--- config.mk ---
export PLATFORM = sky130hd
export DESIGN_NAME = mapping_job_scheduler_flat
export DESIGN_NICKNAME = d
export VERILOG_FILES = /design/src/rtl/mapping_job_scheduler_if.sv /design/src/rtl/mapping_job_scheduler.sv /design/src/flat_wrapper.sv
export SDC_FILE = /design/constraint.sdc
export NUM_CORES = 1
export LEC_CHECK = 0
export ABC_AREA = 1
export CAP_MARGIN = 25
export CELL_PAD_IN_SITES_DETAIL_PLACEMENT = 2
export CELL_PAD_IN_SITES_GLOBAL_PLACEMENT = 2
export CORE_ASPECT_RATIO = 1.1
export CORE_MARGIN = 5
export CORE_UTILIZATION = 31
export CTS_CLUSTER_SIZE = 25
export DETAILED_ROUTE_END_ITERATION = 10
export GPL_ROUTABILITY_DRIVEN = 0
export PLACE_DENSITY = 0.81
export SETUP_SLACK_MARGIN = 0.02
export SLEW_MARGIN = 20
export SYNTH_ARGS = -nofsm -noshare
export SYNTH_HDL_FRONTEND = slang
export SYNTH_SLANG_ARGS = --single-unit
--- constraint.sdc ---
create_clock -name clk -period 2 [get_ports clk]
set_clock_uncertainty 0.15 [all_clocks]
set_input_delay 0.4 -clock clk [delete_from_list [all_inputs] [get_ports clk]]
set_output_delay 0.4 -clock clk [all_outputs]
set_load 0.01 [all_outputs]
--- src/rtl/mapping_job_scheduler_if.sv ---
// Handshake bundle between the mapping job scheduler and its environment
// (seed/index table, candidate FIFO, SW_top and the job controller).
interface mapping_job_scheduler_if #(
    parameter int READ_W  = 4,
    parameter int CAND_W  = 4,
    parameter int SCORE_W = 8
);
    logic               start;
    logic [READ_W-1:0]  num_reads;
    logic [READ_W-1:0]  tbl_addr;
    logic [CAND_W-1:0]  tbl_cnt;
    logic [READ_W-1:0]  sr_sel;
    logic [CAND_W-1:0]  ref_sel;
    logic               fifo_wr_en;
    logic               fifo_full;
    logic               sw_start;
    logic               sw_done;
    logic [SCORE_W-1:0] sw_score;
    logic               res_valid;
    logic [CAND_W-1:0]  res_cand;
    logic [SCORE_W-1:0] res_score;
    logic               busy;
    logic               done;
    logic               tmo_err;

    modport master (
        input  start, num_reads, tbl_cnt, fifo_full, sw_done, sw_score,
        output tbl_addr, sr_sel, ref_sel, fifo_wr_en, sw_start,
               res_valid, res_cand, res_score, busy, done, tmo_err
    );

    modport slave (
        output start, num_reads, tbl_cnt, fifo_full, sw_done, sw_score,
        input  tbl_addr, sr_sel, ref_sel, fifo_wr_en, sw_start,
               res_valid, res_cand, res_score, busy, done, tmo_err
    );
endinterface

--- src/rtl/mapping_job_scheduler.sv ---
// Short-read mapping sequencer: per read, pushes each candidate window, launches SW, keeps the best score.
// Optional SW watchdog enabled by defining SCHED_TIMEOUT_EN.
module mapping_job_scheduler #(
    parameter int READ_W  = 4,
    parameter int CAND_W  = 4,
    parameter int SCORE_W = 8,
    parameter int TMO_W   = 16
) (
    input  logic                    clk,
    input  logic                    reset,
    mapping_job_scheduler_if.master bus
);
    typedef enum logic [2:0] {
        S_IDLE   = 3'd0,
        S_FETCH  = 3'd1,
        S_PUSH   = 3'd2,
        S_LAUNCH = 3'd3,
        S_WAIT   = 3'd4,
        S_REPORT = 3'd5,
        S_DONE   = 3'd6
    } state_t;

    state_t             state_r;
    logic [READ_W-1:0]  nreads_r;
    logic [CAND_W-1:0]  cnt_r;
    logic [SCORE_W-1:0] best_score_r;
    logic [CAND_W-1:0]  best_cand_r;
    logic [READ_W-1:0]  tbl_addr_r;
    logic [READ_W-1:0]  sr_sel_r;
    logic [CAND_W-1:0]  ref_sel_r;
    logic               fifo_wr_en_r;
    logic               sw_start_r;
    logic               res_valid_r;
    logic [CAND_W-1:0]  res_cand_r;
    logic [SCORE_W-1:0] res_score_r;
    logic               busy_r;
    logic               done_r;

    logic               cand_end_s;
    logic [SCORE_W-1:0] eff_score_s;
    logic [SCORE_W-1:0] new_score_s;
    logic [CAND_W-1:0]  new_cand_s;
    logic               last_cand_s;
    logic               last_read_s;

`ifdef SCHED_TIMEOUT_EN
    logic [TMO_W-1:0]   tmo_cnt_r;
    logic               tmo_err_r;
    logic               tmo_hit_s;
`endif

    // Candidate completion, best-so-far update and end-of-list detection
    always_comb begin
`ifdef SCHED_TIMEOUT_EN
        tmo_hit_s   = (tmo_cnt_r == {TMO_W{1'b1}}) && !bus.sw_done;
        cand_end_s  = bus.sw_done || tmo_hit_s;
        eff_score_s = bus.sw_done ? bus.sw_score : {SCORE_W{1'b0}};
`else
        cand_end_s  = bus.sw_done;
        eff_score_s = bus.sw_score;
`endif
        // Strict compare: on a tie the earlier candidate stays best
        if (eff_score_s > best_score_r) begin
            new_score_s = eff_score_s;
            new_cand_s  = ref_sel_r;
        end else begin
            new_score_s = best_score_r;
            new_cand_s  = best_cand_r;
        end
        last_cand_s = (ref_sel_r == (cnt_r - CAND_W'(1)));
        last_read_s = (sr_sel_r == (nreads_r - READ_W'(1)));
    end

    // Job sequencing FSM with registered outputs
    always_ff @(posedge clk or negedge reset) begin
        if (!reset) begin
            state_r      <= S_IDLE;
            nreads_r     <= {READ_W{1'b0}};
            cnt_r        <= {CAND_W{1'b0}};
            best_score_r <= {SCORE_W{1'b0}};
            best_cand_r  <= {CAND_W{1'b0}};
            tbl_addr_r   <= {READ_W{1'b0}};
            sr_sel_r     <= {READ_W{1'b0}};
            ref_sel_r    <= {CAND_W{1'b0}};
            fifo_wr_en_r <= 1'b0;
            sw_start_r   <= 1'b0;
            res_valid_r  <= 1'b0;
            res_cand_r   <= {CAND_W{1'b0}};
            res_score_r  <= {SCORE_W{1'b0}};
            busy_r       <= 1'b0;
            done_r       <= 1'b0;
`ifdef SCHED_TIMEOUT_EN
            tmo_cnt_r    <= {TMO_W{1'b0}};
            tmo_err_r    <= 1'b0;
`endif
        end else begin
            fifo_wr_en_r <= 1'b0;
            sw_start_r   <= 1'b0;
            res_valid_r  <= 1'b0;
            done_r       <= 1'b0;
            case (state_r)
                S_IDLE: begin
                    if (bus.start && (bus.num_reads != {READ_W{1'b0}})) begin
                        nreads_r   <= bus.num_reads;
                        sr_sel_r   <= {READ_W{1'b0}};
                        tbl_addr_r <= {READ_W{1'b0}};
                        busy_r     <= 1'b1;
                        state_r    <= S_FETCH;
                    end else if (bus.start) begin
                        done_r  <= 1'b1;
                        state_r <= S_DONE;
                    end else begin
                        state_r <= S_IDLE;
                    end
                end
                S_FETCH: begin
                    cnt_r        <= bus.tbl_cnt;
                    ref_sel_r    <= {CAND_W{1'b0}};
                    best_score_r <= {SCORE_W{1'b0}};
                    best_cand_r  <= {CAND_W{1'b0}};
                    if (bus.tbl_cnt == {CAND_W{1'b0}}) begin
                        res_valid_r <= 1'b1;
                        res_cand_r  <= {CAND_W{1'b0}};
                        res_score_r <= {SCORE_W{1'b0}};
                        state_r     <= S_REPORT;
                    end else begin
                        state_r <= S_PUSH;
                    end
                end
                S_PUSH: begin
                    if (!bus.fifo_full) begin
                        fifo_wr_en_r <= 1'b1;
                        state_r      <= S_LAUNCH;
                    end else begin
                        state_r <= S_PUSH;
                    end
                end
                S_LAUNCH: begin
                    sw_start_r <= 1'b1;
`ifdef SCHED_TIMEOUT_EN
                    tmo_cnt_r  <= {TMO_W{1'b0}};
`endif
                    state_r    <= S_WAIT;
                end
                S_WAIT: begin
`ifdef SCHED_TIMEOUT_EN
                    if (tmo_hit_s) begin
                        tmo_err_r <= 1'b1;
                    end else begin
                        tmo_cnt_r <= tmo_cnt_r + TMO_W'(1);
                    end
`endif
                    if (cand_end_s) begin
                        best_score_r <= new_score_s;
                        best_cand_r  <= new_cand_s;
                        if (last_cand_s) begin
                            res_valid_r <= 1'b1;
                            res_cand_r  <= new_cand_s;
                            res_score_r <= new_score_s;
                            state_r     <= S_REPORT;
                        end else begin
                            ref_sel_r <= ref_sel_r + CAND_W'(1);
                            state_r   <= S_PUSH;
                        end
                    end else begin
                        state_r <= S_WAIT;
                    end
                end
                S_REPORT: begin
                    if (last_read_s) begin
                        done_r  <= 1'b1;
                        busy_r  <= 1'b0;
                        state_r <= S_DONE;
                    end else begin
                        sr_sel_r   <= sr_sel_r + READ_W'(1);
                        tbl_addr_r <= tbl_addr_r + READ_W'(1);
                        state_r    <= S_FETCH;
                    end
                end
                S_DONE: begin
                    state_r <= S_IDLE;
                end
                default: begin
                    state_r <= S_IDLE;
                end
            endcase
        end
    end

    assign bus.tbl_addr   = tbl_addr_r;
    assign bus.sr_sel     = sr_sel_r;
    assign bus.ref_sel    = ref_sel_r;
    assign bus.fifo_wr_en = fifo_wr_en_r;
    assign bus.sw_start   = sw_start_r;
    assign bus.res_valid  = res_valid_r;
    assign bus.res_cand   = res_cand_r;
    assign bus.res_score  = res_score_r;
    assign bus.busy       = busy_r;
    assign bus.done       = done_r;
`ifdef SCHED_TIMEOUT_EN
    assign bus.tmo_err    = tmo_err_r;
`else
    assign bus.tmo_err    = 1'b0;
`endif
endmodule
--- src/flat_wrapper.sv ---
// flat-port wrapper written by rule: the top's interface ports become plain ports
module mapping_job_scheduler_flat 
#(
    parameter int READ_W  = 4,
    parameter int CAND_W  = 4,
    parameter int SCORE_W = 8,
    parameter int TMO_W   = 16
)
  (clk, reset, bus_start, bus_num_reads, bus_tbl_cnt, bus_fifo_full, bus_sw_done, bus_sw_score, bus_tbl_addr, bus_sr_sel, bus_ref_sel, bus_fifo_wr_en, bus_sw_start, bus_res_valid, bus_res_cand, bus_res_score, bus_busy, bus_done, bus_tmo_err);
  mapping_job_scheduler_if #(.READ_W(READ_W), .CAND_W(CAND_W), .SCORE_W(SCORE_W)) bus_i ();
  input  logic clk;
  input  logic reset;
  input wire logic [$bits(bus_i.start)-1:0] bus_start;
  input wire logic [$bits(bus_i.num_reads)-1:0] bus_num_reads;
  input wire logic [$bits(bus_i.tbl_cnt)-1:0] bus_tbl_cnt;
  input wire logic [$bits(bus_i.fifo_full)-1:0] bus_fifo_full;
  input wire logic [$bits(bus_i.sw_done)-1:0] bus_sw_done;
  input wire logic [$bits(bus_i.sw_score)-1:0] bus_sw_score;
  output wire logic [$bits(bus_i.tbl_addr)-1:0] bus_tbl_addr;
  output wire logic [$bits(bus_i.sr_sel)-1:0] bus_sr_sel;
  output wire logic [$bits(bus_i.ref_sel)-1:0] bus_ref_sel;
  output wire logic [$bits(bus_i.fifo_wr_en)-1:0] bus_fifo_wr_en;
  output wire logic [$bits(bus_i.sw_start)-1:0] bus_sw_start;
  output wire logic [$bits(bus_i.res_valid)-1:0] bus_res_valid;
  output wire logic [$bits(bus_i.res_cand)-1:0] bus_res_cand;
  output wire logic [$bits(bus_i.res_score)-1:0] bus_res_score;
  output wire logic [$bits(bus_i.busy)-1:0] bus_busy;
  output wire logic [$bits(bus_i.done)-1:0] bus_done;
  output wire logic [$bits(bus_i.tmo_err)-1:0] bus_tmo_err;
  assign bus_i.start = bus_start;
  assign bus_i.num_reads = bus_num_reads;
  assign bus_i.tbl_cnt = bus_tbl_cnt;
  assign bus_i.fifo_full = bus_fifo_full;
  assign bus_i.sw_done = bus_sw_done;
  assign bus_i.sw_score = bus_sw_score;
  assign bus_tbl_addr = bus_i.tbl_addr;
  assign bus_sr_sel = bus_i.sr_sel;
  assign bus_ref_sel = bus_i.ref_sel;
  assign bus_fifo_wr_en = bus_i.fifo_wr_en;
  assign bus_sw_start = bus_i.sw_start;
  assign bus_res_valid = bus_i.res_valid;
  assign bus_res_cand = bus_i.res_cand;
  assign bus_res_score = bus_i.res_score;
  assign bus_busy = bus_i.busy;
  assign bus_done = bus_i.done;
  assign bus_tmo_err = bus_i.tmo_err;
  mapping_job_scheduler #(.READ_W(READ_W), .CAND_W(CAND_W), .SCORE_W(SCORE_W), .TMO_W(TMO_W)) u_core (.clk(clk), .reset(reset), .bus(bus_i));
endmodule
==> impl.org, run 1 <==
** Critical path
- Worst setup path end :: u_core.best_score_r[3]
- For flop-to-flop paths, the worst setup slack is -0.02 ns.
- The worst setup path is launched from a register.
- The worst register-to-register path begins at u_core.best_score_r[6].
- STA classifies the critical path endpoint as a register.
- Max FO, Critical Path :: 6
- At the worst endpoint, the arrival time is 2.13 ns.
- Setup CP Type :: reg2reg
- The critical path starts at u_core.best_score_r[6].
- Required time at the worst-slack endpoint :: 2.11 ns
- Worst reg-to-reg path cell count :: 12
- The endpoint identified for the worst register-to-register timing path is u_core.best_score_r[3].

** Outcome
- The final reports fail on negative setup slack.
- The run finished, with violations left.

** Clocking
- Clock slew at reported path FFs :: 0.10 ns
- Inserted Clock Buffers :: 5
- At the later pin of the worst-skew pair, clock insertion delay measures 0.32 ns.
- H-Tree Level Count :: 2
- The clock net in this run drives a total of 52 sinks.
- TritonCTS clock tree :: done
- In this run the deepest clock path goes through 2 buffers.
- Root Buffer Master :: clkbuf_8

** Logic synthesis
- Syn Inst Count :: 379
- Register area share after synthesis :: 43.8%
- Number of synthesized register bits :: 52
- In this run, distinct cell masters in the synthesized netlist total 30.
- Yosys warning count :: 0
- In this run the cell area of the synthesized design comes to 2970 um2.
- Mean post-synth cell area :: 7.85 um2
- Synth Net Count :: 413

** Drt
- The detailed router placed 2842 vias in this run.
- The first detailed-routing pass ran for 4 iterations.
- The detail route stage leaves a number of antenna-violating nets equal to 0.
- Post-route DRC :: 0
- After detailed routing, the number of vias per cell comes to 4.87.
- The routed design has 10100 um of wire.
- Number of DRC markers after the initial detailed-route iteration :: 40
- Routed wire per std cell :: 17.3 um

** Layout
- Proportion of layout cells with a drive suffix above 1 :: 28.8%
- The finished layout holds 583 standard cells, fillers aside.
- Number of nets in the layout :: 499
- The repair_antennas step left the layout with diodes totalling 0.
- The top cell types in the final layout, fill and taps aside, are nand2_1 (106), dfrtp_1 (46), clkdlybuf4s50_1 (40).
- The library cell used most frequently in the layout, excluding fill and tap cells, is nand2_1.
- Area Growth Syn to Fin :: 40.6%

** Pwr
- Fraction of power consumed by the clock network :: 14.9%
- Power per unit of standard cell area :: 1040 nW/um2
- In this run switching power makes up 43.4% of total power.
- The internal power of the cells totals 2.45 mW.
- NetSw :: 1.88 mW
- Registers are responsible for 33.4% of the overall power.
- Combinational cells account for 51.7% of the total power.
- Worst IR Drop VDD :: 0.000541 V
- Standby leakage power :: 2.10 nW
- The completed layout was analyzed and its total power is 4.33 mW.

** STA
- RSZ-0062 raised after global routing :: yes
- Setup WS post-layout :: -0.0241 ns
- Slew Viols, Final :: 0
- Summed over all failing endpoints, the final setup total negative slack is -0.0454 ns.
- Setup violations remaining at the end of the flow were counted as 5.
- Highest Clock Rate :: 494 MHz
- Dividing the final minimum period by the clock period gives 101%.
- Clock period minus final worst setup slack :: 2.02 ns
- Number of failing hold endpoints at the final stage :: 0

** Global route
- Antenna violations before repair :: 0
- Entering global routing, the biggest net connects 30 pins.
- Global-route usage over all layers :: 17.3%
- Number of global-route vias before repair :: 3174
- The total overflow left after global routing is 0.
- Wire length of the first global-routing pass :: 16000 um

** Die
- Number of top-level pins :: 51
- From left edge to right edge, the die measures 103 um.
- Once the floorplan was initialized, standard cells occupied 31.8% of the core.
- Die Outline Area :: 11700 um2
- Std-Cell Rows :: 37
- The core region is 9350 um2.
- The die is 113 um tall.

** Worst hold path
- The worst hold path belongs to the class reg2reg.

** Placement
- Final HPWL DP :: 7020 um
- In this run, placement finished with an instance count of 559.
- Buffers placed on the I/O ports in this run total 49.

** Job
- Maximum Capacitance Violations :: 0
==> worst max-delay path, stage by stage, from the launching register on <==
cell and delay, ns:
dfrtp_1 0.40, inv_2 0.07, ha_4 0.28, nand2_4 0.06
nor2_4 0.11, nand4_1 0.19, nand2_2 0.16, buf_4 0.13
buf_12 0.11, nand2_1 0.07, nand2_2 0.09, nand3_2 0.07
nand2_1 0.08
==> how the worst min path moves through the flow <==
stage | cells past startpoint | slack [ns] | startpoint | end
floorplan | 0 | -0.05 | reset | u_core.best_cand_r[0]
global placement | 2 | 0.27 | reset | u_core.bus.sr_sel[1]
detailed placement | 2 | 0.28 | reset | u_core.bus.sr_sel[1]
CTS | 2 | 0.35 | u_core.best_cand_r[2] | u_core.best_cand_r[2]
global route | 2 | 0.39 | u_core.best_cand_r[1] | u_core.best_cand_r[1]
finish | 2 | 0.34 | u_core.bus.res_score[2] | u_core.bus.res_score[2]
==> Yosys cell counts <==
cell type / count / area (um2)
a21o_1: 1 / 7.51
a21oi_1: 4 / 20.0
and3_1: 1 / 6.26
buf_2: 4 / 20.0
buf_4: 5 / 37.5
buf_6: 3 / 33.8
clkbuf_1: 1 / 3.75
clkinv_1: 1 / 3.75
conb_1: 1 / 3.75
dfrtp_1: 52 / 1300
ha_1: 13 / 163
inv_1: 37 / 139
inv_2: 6 / 22.5
nand2_1: 135 / 507
nand2_2: 8 / 50.1
nand2_4: 1 / 11.3
nand3_1: 48 / 240
nand3_2: 2 / 20.0
nand3b_1: 2 / 15.0
nand4_1: 4 / 25.0
nand4_4: 1 / 21.3
nor2_1: 11 / 41.3
nor2_2: 3 / 18.8
nor2_4: 3 / 33.8
nor3_1: 2 / 10.0
o21ai_0: 11 / 55.1
o21ai_2: 3 / 26.3
or2_1: 1 / 6.26
xnor2_1: 6 / 52.6
xor2_1: 9 / 78.8
==> through the flow <==
step | hold WS, ns | util [%] | setup slack [ns] | cell area, um2
after floorplan | -0.0456 | - | 0.252 | 2970
after global placement | 0.273 | 40.0 | -0.284 | 3740
after detailed placement | 0.277 | 40.0 | -0.430 | 3740
after CTS | 0.347 | 42.3 | 0.0225 | 3960
after global routing | 0.394 | 44.7 | -0.191 | 4180
final | 0.339 | 44.7 | -0.0241 | 4180
==> metal layers <==
metal  track usage, %  routed length [um]
met1             20.1                4010
met2             32.5                5560
met4             4.40                 210
met3             2.22                 290
met5                0                   0
==> layout make-up <==
cell class / instances / area (um2)
clock buffer: 5 / 68.8
fill: 1047 / 5170
timing repair buffer: 92 / 857
sequential: 52 / 1310
multi-input combinational: 270 / 1610
tap: 117 / 146
clock inverter: 3 / 23.8
inverter: 44 / 168
==> what timing repair did <==
| action | 4_1_cts | 5_1_grt |
|---|---|---|
| buffers inserted | 5 | 10 |
| pin swaps | 8 | 18 |
| endpoints found under the hold margin | 52 | 0 |
| resized for setup | 24 | 51 |
| gates cloned | 1 | 0 |
| setup endpoints to repair | 27 | 37 |
| hold buffers | 1 | 0 |
==> power groups by stage <==
stage                     logic (mW)  clock network (mW)  registers, mW
after floorplan                 1.17                   0           1.45
after detailed placement        1.86                   0           1.47
after global placement          1.77                   0           1.46
after global routing            2.49               0.697           1.48
after CTS                       2.02               0.665           1.45
final                           2.24               0.644           1.45
==> kinds of logic after synthesis <==
family          share of synthesized area (%)
buf+inv                                  8.75
compound gates                           3.66
xor+xnor                                 4.42
other cells                             0.126
flops                                    43.8
simple gates                             33.8
fa+ha+maj                                5.47
==> sequential cells by signal (all words and copies together) (netlist names) <==
signal / count
u_core.best_score_r: 8
u_core.bus.res_cand: 4
u_core.cnt_r: 4
u_core.bus.sw_start: 1
u_core.nreads_r: 4
u_core.state_r: 3
u_core.bus.tbl_addr: 4
u_core.bus.busy: 1
u_core.bus.fifo_wr_en: 1
u_core.bus.sr_sel: 4
u_core.bus.done: 1
u_core.bus.ref_sel: 4
u_core.best_cand_r: 4
u_core.bus.res_valid: 1
u_core.bus.res_score: 8
(Power assumes the default switching activity.)
==> inputs of run 2 (changes only) <==
CORE_ASPECT_RATIO = 0.7   (was 1.1)
CTS_CLUSTER_DIAMETER = 60   (was default)
==> impl.org, run 2 (synthesized netlist as in run 1, its figures left out) <==
** Global route
- The initial antenna violation count came to 0 (unchanged).
- Wire length of the first global-routing pass :: 18500 um (+16%)
- Residual overflow from global routing :: 0 (unchanged)
- The largest net degree at the start of global routing was 33 (+10%).
- Number of global-route vias before repair :: 3366 (+6.0%)
- The global router's overall resource usage is 20.2% (+2.9 points).

** Pwr
- The leakage power summed over all cells was 2.16 nW (+3.1%).
- Power per unit of standard cell area :: 1110 nW/um2 (+7.4%)
- Worst IR Drop VDD :: 0.000536 V (-1.0%)

** Die
- Number of top-level pins :: 51 (unchanged)
- Overall die width :: 127 um (+23%)
- The chip height is 92.0 um (-18%).
- The area of the die is 11700 um2 (+0.25%).
- Placeable core area :: 9220 um2 (-1.4%)
- Initial cell density of the core :: 32.3% (+0.47 points)
- Std-Cell Rows :: 29 (-22%)

** Clocking
- H-Tree Level Count :: 2 (unchanged)
- Clock Sink Count :: 52 (unchanged)
- Maximum root-to-sink buffer count :: 2 (unchanged)
- TritonCTS clock tree :: done
- The root buffer cell chosen for the clock tree is clkbuf_16.
- The clock latency on the worst-skew pair is 0.32 ns (about the same).
- Inserted Clock Buffers :: 5 (unchanged)
- The clock slew at the register clock pins of the worst setup and hold paths came to 0.08 ns (-0.02 ns).

** Placement
- The post-DP HPWL is 7190 um (+2.5%).
- Buffers on Ports :: 49 (unchanged)
- The worst-case setup slack after placement is -0.432 ns (-0.00224 ns).
- Number of cells after detailed placement :: 561 (+0.36%)
- Total cell area at the placement stage :: 3720 um2 (-0.44%)

** Layout
- Number of nets in the layout :: 496 (-0.60%)
- Register area :: 1310 um2 (-0.29%)
- Final cell area excluding filler cells :: 4350 um2 (+4.1%)
- Compared with the post-synthesis result, the final layout area differs by 46.3%.
- The number of standard cells in the final layout excluding fillers is 587 (+0.69%).
- Area taken by multi-input logic gates :: 1740 um2 (+7.9%)
- The fraction of layout instances using a drive strength above 1 was 32.4% (+3.6 points).
- The final antenna diode count came to 0 (unchanged).
- Count of fill cells added during filler insertion :: 1023 (-2.3%)
- In the layout the commonest cells are nand2_1 (103), dfrtp_1 (49), clkdlybuf4s50_1 (40).
- Most common cell after layout, fill and taps aside :: nand2_1

** Drt
- The number of vias per cell after detailed routing was 5.07 (+4.1%).
- Met3 wire len :: 387 um (+33%)
- The routed metal-1 wire length is 5710 um (+42%).
- The count of vias placed by the detailed router was 2979 (+4.8%).
- Routed wire per std cell :: 22.1 um (+28%)
- The final wirelength came to 13000 um (+29%).
- Post-route DRC :: 0 (unchanged)
- Number of DRC markers after the initial detailed-route iteration :: 121 (+200%)
- The remaining antenna violation count after routing was 0 (unchanged).
- In this run the top signal layer used is met4.
- The length of routed met2 wiring is 6500 um (+17%).
- DR pass1 iterations :: 4 (unchanged)

** Worst hold path
- Worst min path class :: in2async

** Critical path
- The arrival time of data at the critical path endpoint is 2.20 ns (+0.07 ns).
- The top fanout value on the critical path came to 6 (unchanged).
- The worst setup path is of the reg2reg kind.
- The worst setup path is captured at a register.
- Nature of the critical path startpoint :: register
- The required time reported for the critical path endpoint came to 2.11 ns (about the same).

** Outcome
- Outcome :: finished with violations
- Violations in the final reports :: negative setup slack

** STA
- Highest Clock Rate :: 477 MHz (-3.4%)
- The post-layout worst setup margin came to -0.0944 ns (-0.0703 ns).
- The number of setup violations in the final report was 19 (+14).
- Setup repair after global routing could not meet its margin everywhere.
- Clock period minus final worst setup slack :: 2.09 ns (+0.0703 ns)
- The final count of pins violating max slew is 0 (unchanged).
- Final critical-path share of the clock period :: 105% (+3.5 points)
- Number of failing hold endpoints at the final stage :: 0 (unchanged)

** Job
- Maximum Capacitance Violations :: 0 (unchanged)
## run 2: per-stage QoR
step | hold slack [ns] | total power [mW] | TNS (ns) | utilization [%]
CTS | 0.329 | 4.45 | 0 | 43.9
detailed placement | 0.110 | 3.32 | -9.23 | 40.4
finish | 0.330 | 4.84 | -0.905 | 47.2
global route | 0.345 | 5.09 | -3.70 | 47.2
global placement | 0.105 | 3.19 | -5.93 | 40.4
floorplan | -0.0456 | 2.62 | 0 | -
## run 2: timing repair
action,CTS,global route
cloned,1,0
hold endpoints to repair,5,0
setup buffers,10,8
resized for setup,22,76
setup endpoints to repair,30,36
hold buffers,1,0
pin swaps,13,17
## run 2: cell type report
type,count,share of cell area [%]
clock inverter,2,0.230
timing repair buffer,89,19.4
clock buffer,6,3.19
multi-input combinational,270,39.9
inverter,44,3.80
tap,124,3.57
sequential,52,30.0
## run 2: power breakdown
group	switching [mW]	leakage (nW)	internal (mW)
clock	0.446	0.0766	0.496
combinational	1.48	1.39	0.945
sequential	0.221	0.697	1.25
## run 2: routing by layer
| layer | global-route usage, % | up-vias |
|---|---|---|
| met3 | 3.77 | 27 |
| met5 | 0 | - |
| li1 | - | 1351 |
| met4 | 7.32 | 0 |
| met2 | 35.3 | 69 |
| met1 | 25.1 | 1532 |
## run 2: path summary, 6_finish.rpt
path	start	endpoint	slack (ns)	depth (start not counted)
max	u_core.best_score_r[5]	u_core.bus.res_score[2]	-0.09	12
min	reset	u_core.bus.sr_sel[2]	0.33	2
max reg2reg	u_core.best_score_r[5]	u_core.bus.res_score[2]	-0.09	12
min reg2reg	u_core.bus.res_cand[3]	u_core.bus.res_cand[3]	0.34	2
max in group asynchronous	reset	u_core.best_score_r[7]	0.90	3
min in group clk	u_core.bus.res_cand[3]	u_core.bus.res_cand[3]	0.34	2
## run 2: critical path, cell delays in order (launching register included)
cell and delay (ns):
dfrtp_1 0.38, inv_1 0.07, ha_1 0.32, nand2_1 0.11
a21oi_2 0.07, nor2_2 0.14, nand2_2 0.10, nand2_2 0.15
buf_8 0.16, nand2_2 0.07, nand2_2 0.10, nand3_2 0.10
nand2_2 0.11
